**src/rtl/field_commit_scheduler.sv**
```systemverilog
// Shadow-buffered field/score handoff from game logic to the renderer; commits only on vsync falling edges.
// Optional UPD_DROP_CNT_EN adds oDROP_CNT, a saturating count of overwritten uncommitted updates.
module field_commit_scheduler #(
  parameter int unsigned FIELD_BITS = 100,
  parameter int unsigned SCORE_BITS = 32,
  parameter int unsigned FRAME_DIV  = 1
) (
  input  logic                  iVGA_CLK,
  input  logic                  iRST,
  input  logic                  iVS,
  input  logic                  iUPD_REQ,
  input  logic [0:FIELD_BITS-1] iUPD_FIELD,
  input  logic [SCORE_BITS-1:0] iUPD_SCORE,
  output logic                  oUPD_ACK,
  output logic [0:FIELD_BITS-1] oFIELD,
  output logic [SCORE_BITS-1:0] oSCORE,
  output logic                  oPENDING,
  output logic [15:0]           oFRAME_CNT
`ifdef UPD_DROP_CNT_EN
  ,
  output logic [7:0]            oDROP_CNT
`endif
);

  localparam int unsigned DIV_W    = 8;
  localparam int unsigned FRAME_W  = 16;
  localparam logic [DIV_W-1:0] DIV_LAST = DIV_W'(FRAME_DIV - 1);

  typedef enum logic [1:0] {
    ST_IDLE,
    ST_PEND,
    ST_COMMIT
  } state_t;

  state_t                r_state;
  state_t                w_next;
  logic                  r_vs_d;
  logic [DIV_W-1:0]      r_div_cnt;
  logic [FRAME_W-1:0]    r_frame_cnt;
  logic                  r_ack;
  logic                  r_pending;
  logic [0:FIELD_BITS-1] r_shadow_field;
  logic [SCORE_BITS-1:0] r_shadow_score;
  logic [0:FIELD_BITS-1] r_field;
  logic [SCORE_BITS-1:0] r_score;

  logic w_vs_fall;
  logic w_div_wrap;
  logic w_req_new;
  logic w_accept;
  logic w_commit;

  // A request still high during its own ACK cycle is the old request, not a new one.
  assign w_vs_fall  = r_vs_d & ~iVS;
  assign w_div_wrap = w_vs_fall && (r_div_cnt == DIV_LAST);
  assign w_req_new  = iUPD_REQ & ~r_ack;

  always_ff @(posedge iVGA_CLK) begin
    if (iRST) r_state <= ST_IDLE;
    else      r_state <= w_next;
  end

  always_comb begin
    w_next   = r_state;
    w_accept = 1'b0;
    w_commit = 1'b0;
    case (r_state)
      ST_IDLE: begin
        if (w_req_new) begin
          w_accept = 1'b1;
          w_next   = ST_PEND;
        end
      end
      ST_PEND: begin
        // A commit opportunity wins over a same-cycle request, which stays held off.
        if (w_div_wrap) begin
          w_next = ST_COMMIT;
        end else if (w_req_new) begin
          w_accept = 1'b1;
        end
      end
      ST_COMMIT: begin
        w_commit = 1'b1;
        w_next   = ST_IDLE;
      end
      default: w_next = ST_IDLE;
    endcase
  end

  // Vsync edge detect, frame counter and commit divider.
  always_ff @(posedge iVGA_CLK) begin
    if (iRST) begin
      r_vs_d      <= 1'b1;
      r_div_cnt   <= '0;
      r_frame_cnt <= '0;
    end else begin
      r_vs_d <= iVS;
      if (w_vs_fall) begin
        r_frame_cnt <= r_frame_cnt + FRAME_W'(1);
        r_div_cnt   <= w_div_wrap ? '0 : r_div_cnt + DIV_W'(1);
      end
    end
  end

  // Shadow capture, handshake and committed copies.
  always_ff @(posedge iVGA_CLK) begin
    if (iRST) begin
      r_ack          <= 1'b0;
      r_pending      <= 1'b0;
      r_shadow_field <= '0;
      r_shadow_score <= '0;
      r_field        <= '0;
      r_score        <= '0;
    end else begin
      r_ack     <= w_accept;
      r_pending <= (w_next != ST_IDLE);
      if (w_accept) begin
        r_shadow_field <= iUPD_FIELD;
        r_shadow_score <= iUPD_SCORE;
      end
      if (w_commit) begin
        r_field <= r_shadow_field;
        r_score <= r_shadow_score;
      end
    end
  end

`ifdef UPD_DROP_CNT_EN
  logic [7:0] r_drop_cnt;
  logic       w_overwrite;

  assign w_overwrite = w_accept && (r_state == ST_PEND);

  always_ff @(posedge iVGA_CLK) begin
    if (iRST)                                  r_drop_cnt <= '0;
    else if (w_overwrite && r_drop_cnt != 8'hFF) r_drop_cnt <= r_drop_cnt + 8'd1;
  end

  assign oDROP_CNT = r_drop_cnt;
`endif

  assign oUPD_ACK   = r_ack;
  assign oFIELD     = r_field;
  assign oSCORE     = r_score;
  assign oPENDING   = r_pending;
  assign oFRAME_CNT = r_frame_cnt;

endmodule

```
**config.mk**
```make
export PLATFORM = sky130hd
export DESIGN_NAME = field_commit_scheduler
export DESIGN_NICKNAME = d
export VERILOG_FILES = /design/src/rtl/field_commit_scheduler.sv
export SDC_FILE = /design/constraint.sdc
export NUM_CORES = 1
export LEC_CHECK = 0
export CAP_MARGIN = 25
export CORE_ASPECT_RATIO = 0.75
export CORE_MARGIN = 4
export CORE_UTILIZATION = 30
export CTS_CLUSTER_SIZE = 14
export DETAILED_ROUTE_END_ITERATION = 7
export GPL_TIMING_DRIVEN = 0
export SYNTH_ARGS = -nofsm -noshare
export SYNTH_HDL_FRONTEND = slang
export SYNTH_SLANG_ARGS = --single-unit
```
**constraint.sdc**
```tcl
create_clock -name iVGA_CLK -period 1.8 [get_ports iVGA_CLK]
set_input_delay 0.27 -clock iVGA_CLK [delete_from_list [all_inputs] [get_ports iVGA_CLK]]
set_output_delay 0.27 -clock iVGA_CLK [all_outputs]
set_load 0.005 [all_outputs]
```
# --- Yosys cells after proc, flatten, opt, wreduce, memory -nomap -nowiden ---
# Index checks and enable logic that the tools add are counted.
word_totals:
  regBits: 293
  latch_bits: 0
  romBits: 0
  mem_count: 0
  out_inout_bits: 150
  elab_cells: 30
  ramBits: 0
classes:
  n_mul: 0
  mux: 8
  order_cmp: 0
  reduce_logical: 4
  div: 0
  n_addsub: 2
  bitwise_logic: 4
  eq_ne: 2
  shifts: 0
op_table:
  columns: ["cell", "count"]
  rows:
  - ["$add 16x1->16 const B", 1]
  - ["$add 8x1->8 const B", 1]
  - ["$logic_not 8->1", 1]
  - ["$mux 8", 1]
  - ["$mux 2", 2]
  - ["$pmux 2 s2", 1]
  - ["$mux 1", 3]
  - ["$and 1x1->1", 2]
  - ["$eq 2x1->1 const B", 1]
  - ["$eq 2x2->1 const B", 1]
  - ["$logic_not 2->1", 1]
  - ["$not 1->1", 2]
  - ["$pmux 1 s2", 1]
  - ["$reduce_bool 2->1", 1]
  - ["$logic_and 1x1->1", 1]

# --- Logic depth before layout (Yosys ltp) ---
# Gate-level depths: netlist of the first run.
depth:
  ltp_word: 6
  mapped_depth: 9

# --- Least setup slack after synthesis of the first run ---
# OpenSTA, ideal clock, no wires.
synth_timing:
  path_type: "register to register"
  startpoint: "register r_div_cnt[0]"
  endpoint: "register r_shadow_field[10] (netlist bit)"
  path_stages_with_launch: 10
  arrival_time_ns: 1.738
  path_buffers: 3
  t_required_ns: 1.728
  setup_slack_ns: -0.009
  path_cell_list: "dfxtp_1 inv_1 ha_1 nor4b_2 nand4_1 and4b_1 clkbuf_1 buf_6 buf_6 mux2i_1"
synth_between:
  elab_chain_len: 4
synth_lines:
  columns: ["item", "line_no", "source"]
  rows:
  - ["start, declared", "38", "logic [DIV_W-1:0] r_div_cnt;"]
  - ["start signal, assigned", "100", "r_div_cnt <= w_div_wrap ? '0 : r_div_cnt + DIV_W'(1);"]
  - ["$logic_not 8->1", "55", "assign w_div_wrap = w_vs_fall && (r_div_cnt == DIV_LAST);"]
  - ["$logic_and 1x1->1", "55", null]
  - ["$mux 1", "76", "if (w_div_wrap) begin"]
  - ["$pmux 1 s2", "67", "case (r_state)"]
  - ["end signal, assigned", "118", "r_shadow_field <= iUPD_FIELD;"]
  - ["end, declared", "42", "logic [0:FIELD_BITS-1] r_shadow_field;"]
# No other way between the ends.
# A chain may end at the register's enable or synchronous reset.

# --- Worst setup path in the final report of the first run ---
layout_timing:
  startpoint: "register r_div_cnt[1]"
  endpoint: "register r_shadow_field[25] (netlist bit)"
# Same word-level chain as after synthesis.

==> reports/metrics.csv, run 1 <==
stage,metric,value,unit
final_layout,area grow syn2layout,42.8,%
final_layout,area occupied by multi-input gates,0.00534,sq mm
clocking,clock sinks,293,
setup_path,Reg-to-Reg Start,r_div_cnt[1],
placement,IO buf count,284,
clocking,worst skew pair latency,0.56,ns
synthesis,Seq cells post-synth,293,
floorplanning,die width,235,um
synthesis,largest cells by area after synthesis,"dfxtp_1 51%, nand2b_1 14%, mux2i_1 11%",
synthesis,top-area cell type share of the netlist area,50.6,%
floorplanning,die area,0.0419,sq mm
drt,Post-route DRC,0,
floorplanning,core footprint,0.0382,sq mm
placement,Post-Place Cells,2087,
sta,Fmax,0.525,GHz
hold_path,min-delay src,iUPD_FIELD[91],
sta,"Slew Viols, Final",0,
setup_path,"Data arrival, critical path",2.34,ns
floorplanning,starting density of the core,30.3,%
setup_path,r2r endpoint,r_shadow_field[25],
synthesis,"area leader, netlist",dfxtp_1,
floorplanning,I/O Pins,286,
synthesis,synth warn,0,
outcome,status,"finished, violations left",
power_and_ir_drop,pwr/cell area,899,mW/mm^2
global_route,largest net degree at the start of global routing,15,
synthesis,Mapped Area,0.0116,sq mm
setup_path,R2R cell count,9,
synthesis,Post-Syn Area per Cell,8.98,sq um
sta,count of final setup violators,123,
floorplanning,row cnt,62,
final_layout,Layout Cells excl Fill,2157,
hold_path,Hold Path End,r_shadow_field[91],
sta,minimum clock period,1.91,ns
drt,DRT Pass-1 Iters,4,
synthesis,"Distinct cells, synth",33,
sta,Hold Fails Final Rpt,0,
global_route,initial antenna violation count,4,
drt,1st-iter DRT viols,378,
clocking,H-tree Lvls,1,
hold_path,Hold Path Class,in -> reg,
power_and_ir_drop,leak pwr,6.00,nW
clocking,CTS root buf,clkbuf_16,
synthesis,sequential fraction of the synthesis area,50.6,%
clocking,largest buffer count on any clock path,3,
synthesis,Post-Syn Nets,1430,
clocking,CTS hold repair buffers,0,
sta,Worst Max-Slew Pin Slew,0.762,ns
placement,post-DP HPWL,25.6,mm
final_layout,share of layout cells above drive strength 1,8.22,%
power_and_ir_drop,Max VDD drop,0.654,mV
final_layout,Fill cells,3710,
clocking,CTS tree,done,
clocking,total CTS buffers,31,
drt,via density per instance,4.45,
placement,placed inst area,0.0151,sq mm
placement,Routability Congestion,0.830,
drt,via count,9594,
sta,final cycle utilization of the critical path,106,%
setup_path,critical path capture point type,flip-flop,
outcome,failing checks,setup timing,
setup_path,worst-path fanout max,10,
final_layout,nets,1758,
final_layout,"commonest non-fill, non-tap cell in the layout",dfxtp_1,
sta,RSZ-0062 raised after global routing,yes,
global_route,first-pass GRT wire length,54.9,mm
drt,ANT nets after route,0,
final_layout,"commonest cells after routing, fill and taps aside","281 x dfxtp_1, 276 x clkdlybuf4s50_1, 274 x nand2_1",
drt,Routed WL,35.5,mm
global_route,remaining global-route overflow,0,
final_layout,register area,0.00588,sq mm
global_route,GRT Total Usage,16.2,%
clocking,CTS clock-pin slew for the worst setup and hold paths,0.06,ns
sta,max_slew headroom,49.2,%
sta,fin worst setup slack,-0.106,ns
final_layout,cell area after layout,0.0165,sq mm
hold_path,WHS Path Cells,3,
drt,WL per Instance,16.4,um
global_route,vias in the first global route,9687,
sta,Final Skew,0.00898,ns
setup_path,r2r setup slk,-0.11,ns
run,max-cap violations,0,
floorplanning,Die H,178,um
setup_path,WP data required,2.23,ns
setup_path,"Worst Path Class, Setup",reg -> reg,
setup_path,Worst setup SP type,flip-flop,
synthesis,cells after synthesis,1291,
sta,setup TNS,-6.80,ns
[final cells by class]
class                   instances  share of cell area, %
plain buffers                  91                   3.48
multi-input cells             899                   32.2
diodes                          2                 0.0302
repair buffers                297                   18.4
clock buffers                  43                   5.38
well taps                     512                   3.87
inverters                       6                  0.136
flip-flops and latches        293                   35.5
clock inverters                14                  0.930
[state kept, by name, indices dropped and copies added (netlist names)]
| name | cells |
|---|---|
| r_shadow_field | 100 |
| r_div_cnt | 8 |
| oUPD_ACK | 1 |
| r_shadow_score | 32 |
| oSCORE | 32 |
| oPENDING | 1 |
| r_vs_d | 1 |
| r_state | 2 |
| oFIELD | 100 |
| oFRAME_CNT | 16 |
[power breakdown]
part	switching (mW)	total [mW]	leakage [nW]	internal, mW
Clock	2.62	6.49	0.516	3.87
Combinational	0.651	1.50	3.10	0.853
Sequential	0.143	6.89	2.39	6.75
Total	3.41	14.9	6.00	11.5
[cells by family (layout without fill, tap and decap cells)]
kind of cell,count (synthesis),after routing,share of synthesized area (%)
other,0,2,0
XOR/XNOR,15,15,1.13
AND/OR/NAND/NOR,602,602,26.2
adder cells (fa/ha/maj),3,3,0.324
flip-flops,293,293,50.6
AO/OA/AOI/OAI,145,145,6.32
buffers and inverters,99,451,3.82
multiplexers,134,134,11.6
[synthesized netlist by cell type]
library cell  instances
dfxtp_1             293
nand2_1             275
nand2b_1            267
a21oi_1             140
mux2i_1             132
clkbuf_1             76
nor2_1               20
xnor2_1              10
buf_6                 8
nor3_1                7
buf_2                 6
inv_1                 6
nand3_1               6
nand4_1               6
nor2b_1               5
xor2_1                5
or3_1                 4
ha_1                  3
nor4_1                3
o21ai_0               3
buf_1                 2
mux2_2                2
nand4b_1              2
a31o_2                1
and2_1                1
and4_1                1
and4b_1               1
buf_4                 1
nand3b_1              1
nor3b_1               1
nor4b_2               1
o21bai_1              1
or2_2                 1
[repair_timing]
item                       4_1_cts  5_1_grt
cloned                           4        1
setup endpoints to repair      281      222
setup buffers                    7        1
pin swaps                        3        2
gates resized for setup         67       50
[through the flow]
stage               power [mW]  setup WS [ns]  hold slack [ns]  utilization (%)
finish                    14.9         -0.106            0.285             43.3
global route              15.5         -0.186            0.279             43.3
CTS                       15.1         -0.107            0.251             42.9
detailed placement        8.38          -1.02            0.443             39.4
global placement          8.36         -0.993            0.437             39.4
floorplan                 7.74         0.0567            0.374                -
[how the worst max path moves through the flow]
stage | from | end | slack, ns | cells past startpoint
after floorplan | r_div_cnt[0] | r_shadow_field[10] | 0.06 | 9
after global placement | iRST | oFIELD[75] | -0.99 | 5
after detailed placement | iRST | oFIELD[64] | -1.02 | 5
after CTS | r_div_cnt[0] | r_shadow_field[44] | -0.11 | 9
after global routing | r_div_cnt[1] | r_shadow_field[22] | -0.19 | 9
final | r_div_cnt[1] | r_shadow_field[25] | -0.11 | 9
[critical path, stage by stage (launching register included)]
cell     delay, ns
dfxtp_2       0.32
inv_2         0.06
ha_4          0.12
nor4b_4       0.23
nand4_1       0.19
and4b_1       0.24
buf_8         0.15
buf_12        0.16
buf_8         0.16
mux2i_1       0.13
[metal layers]
metal,up-vias,routed length (um),track usage (%)
met1,4497,16900,22.3
met2,207,16000,26.0
met5,-,31,0
met3,46,1680,3.83
li1,4840,-,-
met4,4,898,4.16
Power figures use the tool's default switching activity.
==> inputs of run 2 (changes only) <==
--- a/config.mk
+++ b/config.mk
@@ -12,6 +12,8 @@
 export CTS_CLUSTER_SIZE = 14
 export DETAILED_ROUTE_END_ITERATION = 7
 export GPL_TIMING_DRIVEN = 0
+export REMOVE_ABC_BUFFERS = 1
+export SETUP_SLACK_MARGIN = 0.5
 export SYNTH_ARGS = -nofsm -noshare
 export SYNTH_HDL_FRONTEND = slang
 export SYNTH_SLANG_ARGS = --single-unit
==> constraint.sdc (replaced) <==
create_clock -name iVGA_CLK -period 1.9 [get_ports iVGA_CLK]
set_input_delay 0.285 -clock iVGA_CLK [delete_from_list [all_inputs] [get_ports iVGA_CLK]]
set_output_delay 0.285 -clock iVGA_CLK [all_outputs]
set_load 0.005 [all_outputs]
==> run 2 against run 1 <==
The flow still finishes with violations (setup timing); clock power shrank 7.1%; global-route usage shrank 0.17 points; worst hold slack got worse by 0.22 ns; clock skew up 0.0033 ns; sequential share of layout area down 2.8 points; sequential power fell by 5.4%; setup slack improved by 0.097 ns; clock-buffer cell count grew 2; cell count rose by 0.83%; die area is the same; largest cell class is now multi-input combinational cells; highest routed layer unchanged.
==> reports/metrics.csv, run 2 (synthesis gave the netlist of run 1 again) <==
stage,metric,value,unit,change
hold_path,Hold Path Class,in -> reg,,
global_route,largest net degree at the start of global routing,208,,+193
setup_path,critical path depth,9,,unchanged
final_layout,"commonest cells after routing, fill and taps aside","266 x nand2b_1, 191 x dfxtp_1, 182 x nand2_1",,
global_route,initial antenna violation count,3,,-1
setup_path,WP data required,2.35,ns,+0.12 ns
floorplanning,die area,0.0419,sq mm,unchanged
final_layout,ant diodes,0,,-2
drt,ANT nets after route,0,,unchanged
sta,Worst Max-Slew Pin Slew,0.852,ns,+0.0897 ns
drt,Routed WL,39.3,mm,+11%
global_route,first-pass GRT wire length,54.6,mm,-0.49%
clocking,worst skew pair latency,0.56,ns,about the same
placement,placed inst area,0.0149,sq mm,-0.81%
final_layout,Fill cells,3527,,-4.9%
clocking,CTS tree,done,,
drt,Post-route DRC,0,,unchanged
outcome,status,"finished, violations left",,
floorplanning,die width,235,um,unchanged
final_layout,share of layout cells above drive strength 1,33.7,%,+25 points
floorplanning,core footprint,0.0382,sq mm,unchanged
floorplanning,row cnt,62,,unchanged
setup_path,"Worst Path Class, Setup",reg -> reg,,
floorplanning,starting density of the core,30.3,%,unchanged
outcome,failing checks,setup timing,,
setup_path,Worst setup SP type,flip-flop,,
placement,Routability Congestion,0.739,,-11%
global_route,GRT Total Usage,16.1,%,-0.17 points
power_and_ir_drop,Max VDD drop,0.676,mV,+3.3%
floorplanning,Die H,178,um,unchanged
drt,DRT Pass-1 Iters,5,,+1
setup_path,Critical Path Most Common Cell,buf_12,,
floorplanning,I/O Pins,286,,unchanged
final_layout,area grow syn2layout,58.5,%,
final_layout,cell area after layout,0.0184,sq mm,+11%
drt,via density per instance,4.61,,+3.6%
drt,via count,10000,,+4.5%
clocking,largest buffer count on any clock path,3,,unchanged
hold_path,WHS Path Cells,2,,-1
drt,1st-iter DRT viols,493,,+30%
setup_path,family with the most delay on the worst path,simple AND/OR/NAND/NOR gates,,
sta,max_slew headroom,43.2,%,-6.0 points
clocking,total CTS buffers,31,,unchanged
sta,fin worst setup slack,-0.00836,ns,+0.0972 ns
setup_path,r2r setup slk,-0.008,ns,+0.10 ns
setup_path,Slowest cell on crit path,dfxtp_2,,
clocking,CTS root buf,clkbuf_16,,
setup_path,R2R cell count,9,,unchanged
clocking,H-tree Lvls,1,,unchanged
clocking,clock sinks,293,,unchanged
final_layout,nets,1780,,+1.3%
placement,IO buf count,285,,+0.35%
sta,final cycle utilization of the critical path,100,%,-5.4 points
run,max-cap violations,0,,unchanged
clocking,CTS clock-pin slew for the worst setup and hold paths,0.06,ns,about the same
global_route,remaining global-route overflow,0,,unchanged
drt,WL per Instance,18.1,um,+9.8%
setup_path,highest cell delay on the worst timing path,0.33,ns,about the same
power_and_ir_drop,pwr/cell area,781,mW/mm^2,-13%
setup_path,worst-path fanout max,7,,-3
setup_path,"Data arrival, critical path",2.36,ns,+0.02 ns
sta,RSZ-0062 raised after global routing,yes,,
sta,Final Skew,0.0123,ns,+0.00333 ns
setup_path,CP cell instances,inv_2 -> ha_4 -> nor4b_4 -> nand4_1 -> and4b_4 -> buf_12 -> buf_12 -> clkbuf_16 -> mux2i_1,,
sta,setup TNS,-0.0233,ns,+6.78 ns
sta,"Slew Viols, Final",0,,unchanged
sta,count of final setup violators,6,,-95%
final_layout,"commonest non-fill, non-tap cell in the layout",nand2b_1,,
sta,Fmax,0.524,GHz,-0.14%
sta,Hold Fails Final Rpt,0,,unchanged
sta,minimum clock period,1.91,ns,+0.00275 ns
global_route,vias in the first global route,9495,,-2.0%
setup_path,critical path capture point type,flip-flop,,
setup_path,Crit path buffers/inverters,4,,unchanged
power_and_ir_drop,leak pwr,7.84,nW,+31%
placement,post-DP HPWL,19.6,mm,-23%
[run 2: worst register-to-register path: stages, from the launching register on]
cell	delay (ns)
dfxtp_2	0.33
inv_2	0.07
ha_4	0.13
nor4b_4	0.19
nand4_1	0.21
and4b_4	0.29
buf_12	0.17
buf_12	0.14
clkbuf_16	0.15
mux2i_1	0.11
[run 2: final timing paths]
kind                 startpoint                end
max                r_div_cnt[1]  r_shadow_score[9]
min                        iRST         oFIELD[94]
max reg2reg        r_div_cnt[1]  r_shadow_score[9]
min reg2reg  r_shadow_field[72]         oFIELD[72]
[run 2: repair_timing]
action / in CTS / in global routing
cloned: 20 / 24
setup buffers: 48 / 22
pin swaps: 7 / 137
hold buffers: 0 / 0
endpoints found under the setup margin: 427 / 267
gates resized for setup: 609 / 311
[run 2: metal layers]
metal	track usage (%)	routed length, um
met5	0	39
met4	3.47	741
met3	4.81	2270
met2	25.4	17900
met1	21.9	18300
[run 2: cell type report]
| type | instances | area (sq um) | share of cell area [%] |
|---|---|---|---|
| well taps | 512 | 641 | 3.49 |
| clock inverters | 10 | 106 | 0.579 |
| flip-flops and latches | 293 | 6020 | 32.8 |
| clock buffers | 45 | 888 | 4.84 |
| inverters | 6 | 22.5 | 0.123 |
| multi-input cells | 904 | 6250 | 34.0 |
| repair buffers | 405 | 4440 | 24.2 |
[run 2: report_power, final]
part / internal, mW / switching, mW / leakage [nW]
logic: 1.04 / 0.745 / 4.91
clock network: 3.49 / 2.54 / 0.491
registers: 6.38 / 0.144 / 2.44
total: 10.9 / 3.42 / 7.84
[run 2: metrics by stage]
step                      setup slack, ns  hold WS (ns)  utilization (%)  cells  total power [mW]
after floorplan                     -3.96         0.354                -   1198              7.32
after global placement              -8.28         0.435             38.3   1995              8.08
after detailed placement            -1.07         0.442             39.1   2006              7.87
after CTS                          0.0284        0.0132             43.4   2129              14.3
after global routing              -0.0849        0.0442             48.0   2175              14.9
final                            -0.00836        0.0599             48.0   2175              14.3
==> inputs of run 3 (changes only) <==
--- a/config.mk
+++ b/config.mk
@@ -7,7 +7,7 @@
 export LEC_CHECK = 0
 export CAP_MARGIN = 25
 export CORE_ASPECT_RATIO = 0.75
-export CORE_MARGIN = 4
+export CORE_MARGIN = 2
 export CORE_UTILIZATION = 30
 export CTS_CLUSTER_SIZE = 14
 export DETAILED_ROUTE_END_ITERATION = 7
==> run 3 against run 2 <==
The flow now finishes without violations; fmax rose by 0.56%; critical path depth did not move; die area fell by 3.9%; sequential share of layout area rose by 1.6 points; global-route usage rose by 1.1 points; routed wire length fell by 7.8%; largest cell class is now registers; highest routed layer unchanged.
==> reports/metrics.csv, run 3 (synthesis gave the netlist of run 1 again) <==
stage,metric,value,unit,change
floorplanning,core footprint,0.0382,sq mm,-0.20%
sta,"Slew Viols, Final",0,,unchanged
setup_path,r2r endpoint,r_shadow_field[94],,
final_layout,share of layout cells above drive strength 1,18.6,%,-15 points
clocking,clock sinks,293,,unchanged
final_layout,Layout Cells excl Fill,2137,,-1.7%
sta,WHS,0.0321,ns,-0.0278 ns
setup_path,"Data arrival, critical path",2.31,ns,-0.05 ns
sta,setup TNS,0,ns,+0.0233 ns
placement,pre-CTS setup slack,-1.07,ns,+0.00287 ns
global_route,remaining global-route overflow,0,,unchanged
setup_path,"Worst Path Class, Setup",reg -> reg,,
sta,max_slew headroom,47.9,%,+4.7 points
placement,IO buf count,285,,unchanged
sta,count of final setup violators,0,,-6
drt,WL per Instance,17.0,um,-6.1%
floorplanning,I/O Pins,286,,unchanged
final_layout,ant diodes,0,,unchanged
global_route,first-pass GRT wire length,54.2,mm,-0.82%
floorplanning,die area,0.0402,sq mm,-3.9%
final_layout,Fill cells,3686,,+4.5%
sta,minimum clock period,1.90,ns,-0.0107 ns
floorplanning,Die H,174,um,-2.2%
power_and_ir_drop,leak pwr,6.98,nW,-11%
placement,placed inst area,0.0149,sq mm,unchanged
drt,via density per instance,4.51,,-2.2%
setup_path,worst-path fanout max,8,,+1
hold_path,Hold Path End,oFIELD[86],,
hold_path,WHS Path Cells,2,,unchanged
placement,post-DP HPWL,19.2,mm,-2.1%
drt,via count,9632,,-3.9%
placement,Post-Place Cells,2006,,unchanged
clocking,largest buffer count on any clock path,3,,unchanged
final_layout,"commonest non-fill, non-tap cell in the layout",nand2_1,,
clocking,CTS clock-pin slew for the worst setup and hold paths,0.06,ns,about the same
sta,Worst Max-Slew Pin Slew,0.781,ns,-0.0705 ns
floorplanning,row cnt,62,,unchanged
final_layout,Final Util,45.3,%,-2.7 points
setup_path,Reg-to-Reg Start,r_div_cnt[1],,
setup_path,R2R cell count,9,,unchanged
drt,ANT nets after route,0,,unchanged
sta,Fmax,0.527,GHz,+0.56%
setup_path,WP data required,2.31,ns,-0.04 ns
floorplanning,starting density of the core,30.4,%,+0.062 points
outcome,status,"complete, no violations",,
clocking,worst skew pair latency,0.52,ns,-0.04 ns
sta,Final Skew,0.0114,ns,-0.000865 ns
drt,Post-route DRC,0,,unchanged
power_and_ir_drop,Max VDD drop,0.522,mV,-23%
setup_path,critical path capture point type,flip-flop,,
power_and_ir_drop,pwr/cell area,855,mW/mm^2,+9.5%
run,max-cap violations,0,,unchanged
placement,Routability Congestion,0.740,,about the same
final_layout,nets,1740,,-2.2%
final_layout,"commonest cells after routing, fill and taps aside","274 x nand2_1, 266 x nand2b_1, 241 x dfxtp_1",,
setup_path,r2r setup slk,0.002,ns,about the same
global_route,GRT Total Usage,17.2,%,+1.1 points
clocking,CTS root buf,clkbuf_16,,
clocking,CTS hold repair buffers,0,,unchanged
sta,RSZ-0062 raised after global routing,yes,,
clocking,CTS tree,done,,
final_layout,area grow syn2layout,49.3,%,
drt,Routed WL,36.2,mm,-7.8%
drt,1st-iter DRT viols,480,,-2.6%
clocking,H-tree Lvls,2,,+1
global_route,vias in the first global route,9496,,+0.011%
sta,Hold Fails Final Rpt,0,,unchanged
global_route,largest net degree at the start of global routing,204,,-1.9%
drt,DRT Pass-1 Iters,5,,unchanged
sta,final cycle utilization of the critical path,99.9,%,-0.56 points
hold_path,min-delay src,iRST,,
power_and_ir_drop,Total Power,14.8,mW,+3.2%
clocking,total CTS buffers,34,,+9.7%
global_route,initial antenna violation count,2,,-1
floorplanning,die width,231,um,-1.7%
sta,fin worst setup slack,0.00229,ns,+0.0107 ns
setup_path,Worst setup SP type,flip-flop,,
final_layout,cell area after layout,0.0173,sq mm,-5.8%
hold_path,Hold Path Class,in -> reg,,
## run 3: worst max-delay path, stage by stage, from the launching register on
cell,delay [ns]
dfxtp_2,0.33
inv_2,0.08
ha_4,0.12
nor4b_4,0.23
nand4_1,0.17
and4b_4,0.25
buf_12,0.13
buf_16,0.16
buf_16,0.16
mux2i_2,0.15
## run 3: layout make-up
class	instances	area [sq um]	area share (%)
Clock inverter	6	85.1	0.492
Timing Repair Buffer	362	3950	22.8
Tap cell	512	641	3.70
Clock buffer	54	1060	6.12
Inverter	6	22.5	0.130
Sequential cell	293	5950	34.4
Multi-Input combinational cell	904	5600	32.3
## run 3: timing repair
item	CTS	global route
gates cloned	18	3
pin swaps	5	19
endpoints found under the setup margin	434	306
gates resized for setup	393	152
buffers inserted	35	15
hold endpoints to repair	0	0
## run 3: worst max-delay path by stage
stage                      start                  to  slack, ns  depth (start not counted)
finish              r_div_cnt[1]  r_shadow_field[94]      0.002                          9
global route        r_div_cnt[1]  r_shadow_field[94]      -0.08                          9
CTS                 r_div_cnt[1]   r_shadow_score[9]       0.12                          9
detailed placement           iVS  r_shadow_score[25]      -1.07                          7
global placement            iRST  r_shadow_field[67]      -8.43                          3
floorplan           r_div_cnt[0]   r_shadow_field[0]      -3.96                          6
## run 3: routing by layer
layer,part of all wire (%),track usage (%),vias to the layer above
li1,-,-,4813
met1,46,21.9,4557
met3,6.4,5.36,50
met2,46,28.0,208
met5,0.069,0,-
met4,2.2,4.60,4
## run 3: report_power, final
group / internal [mW] / switching (mW) / total (mW)
registers: 6.38 / 0.128 / 6.51
clock network: 4.10 / 2.62 / 6.72
logic: 0.911 / 0.649 / 1.56
total: 11.4 / 3.40 / 14.8
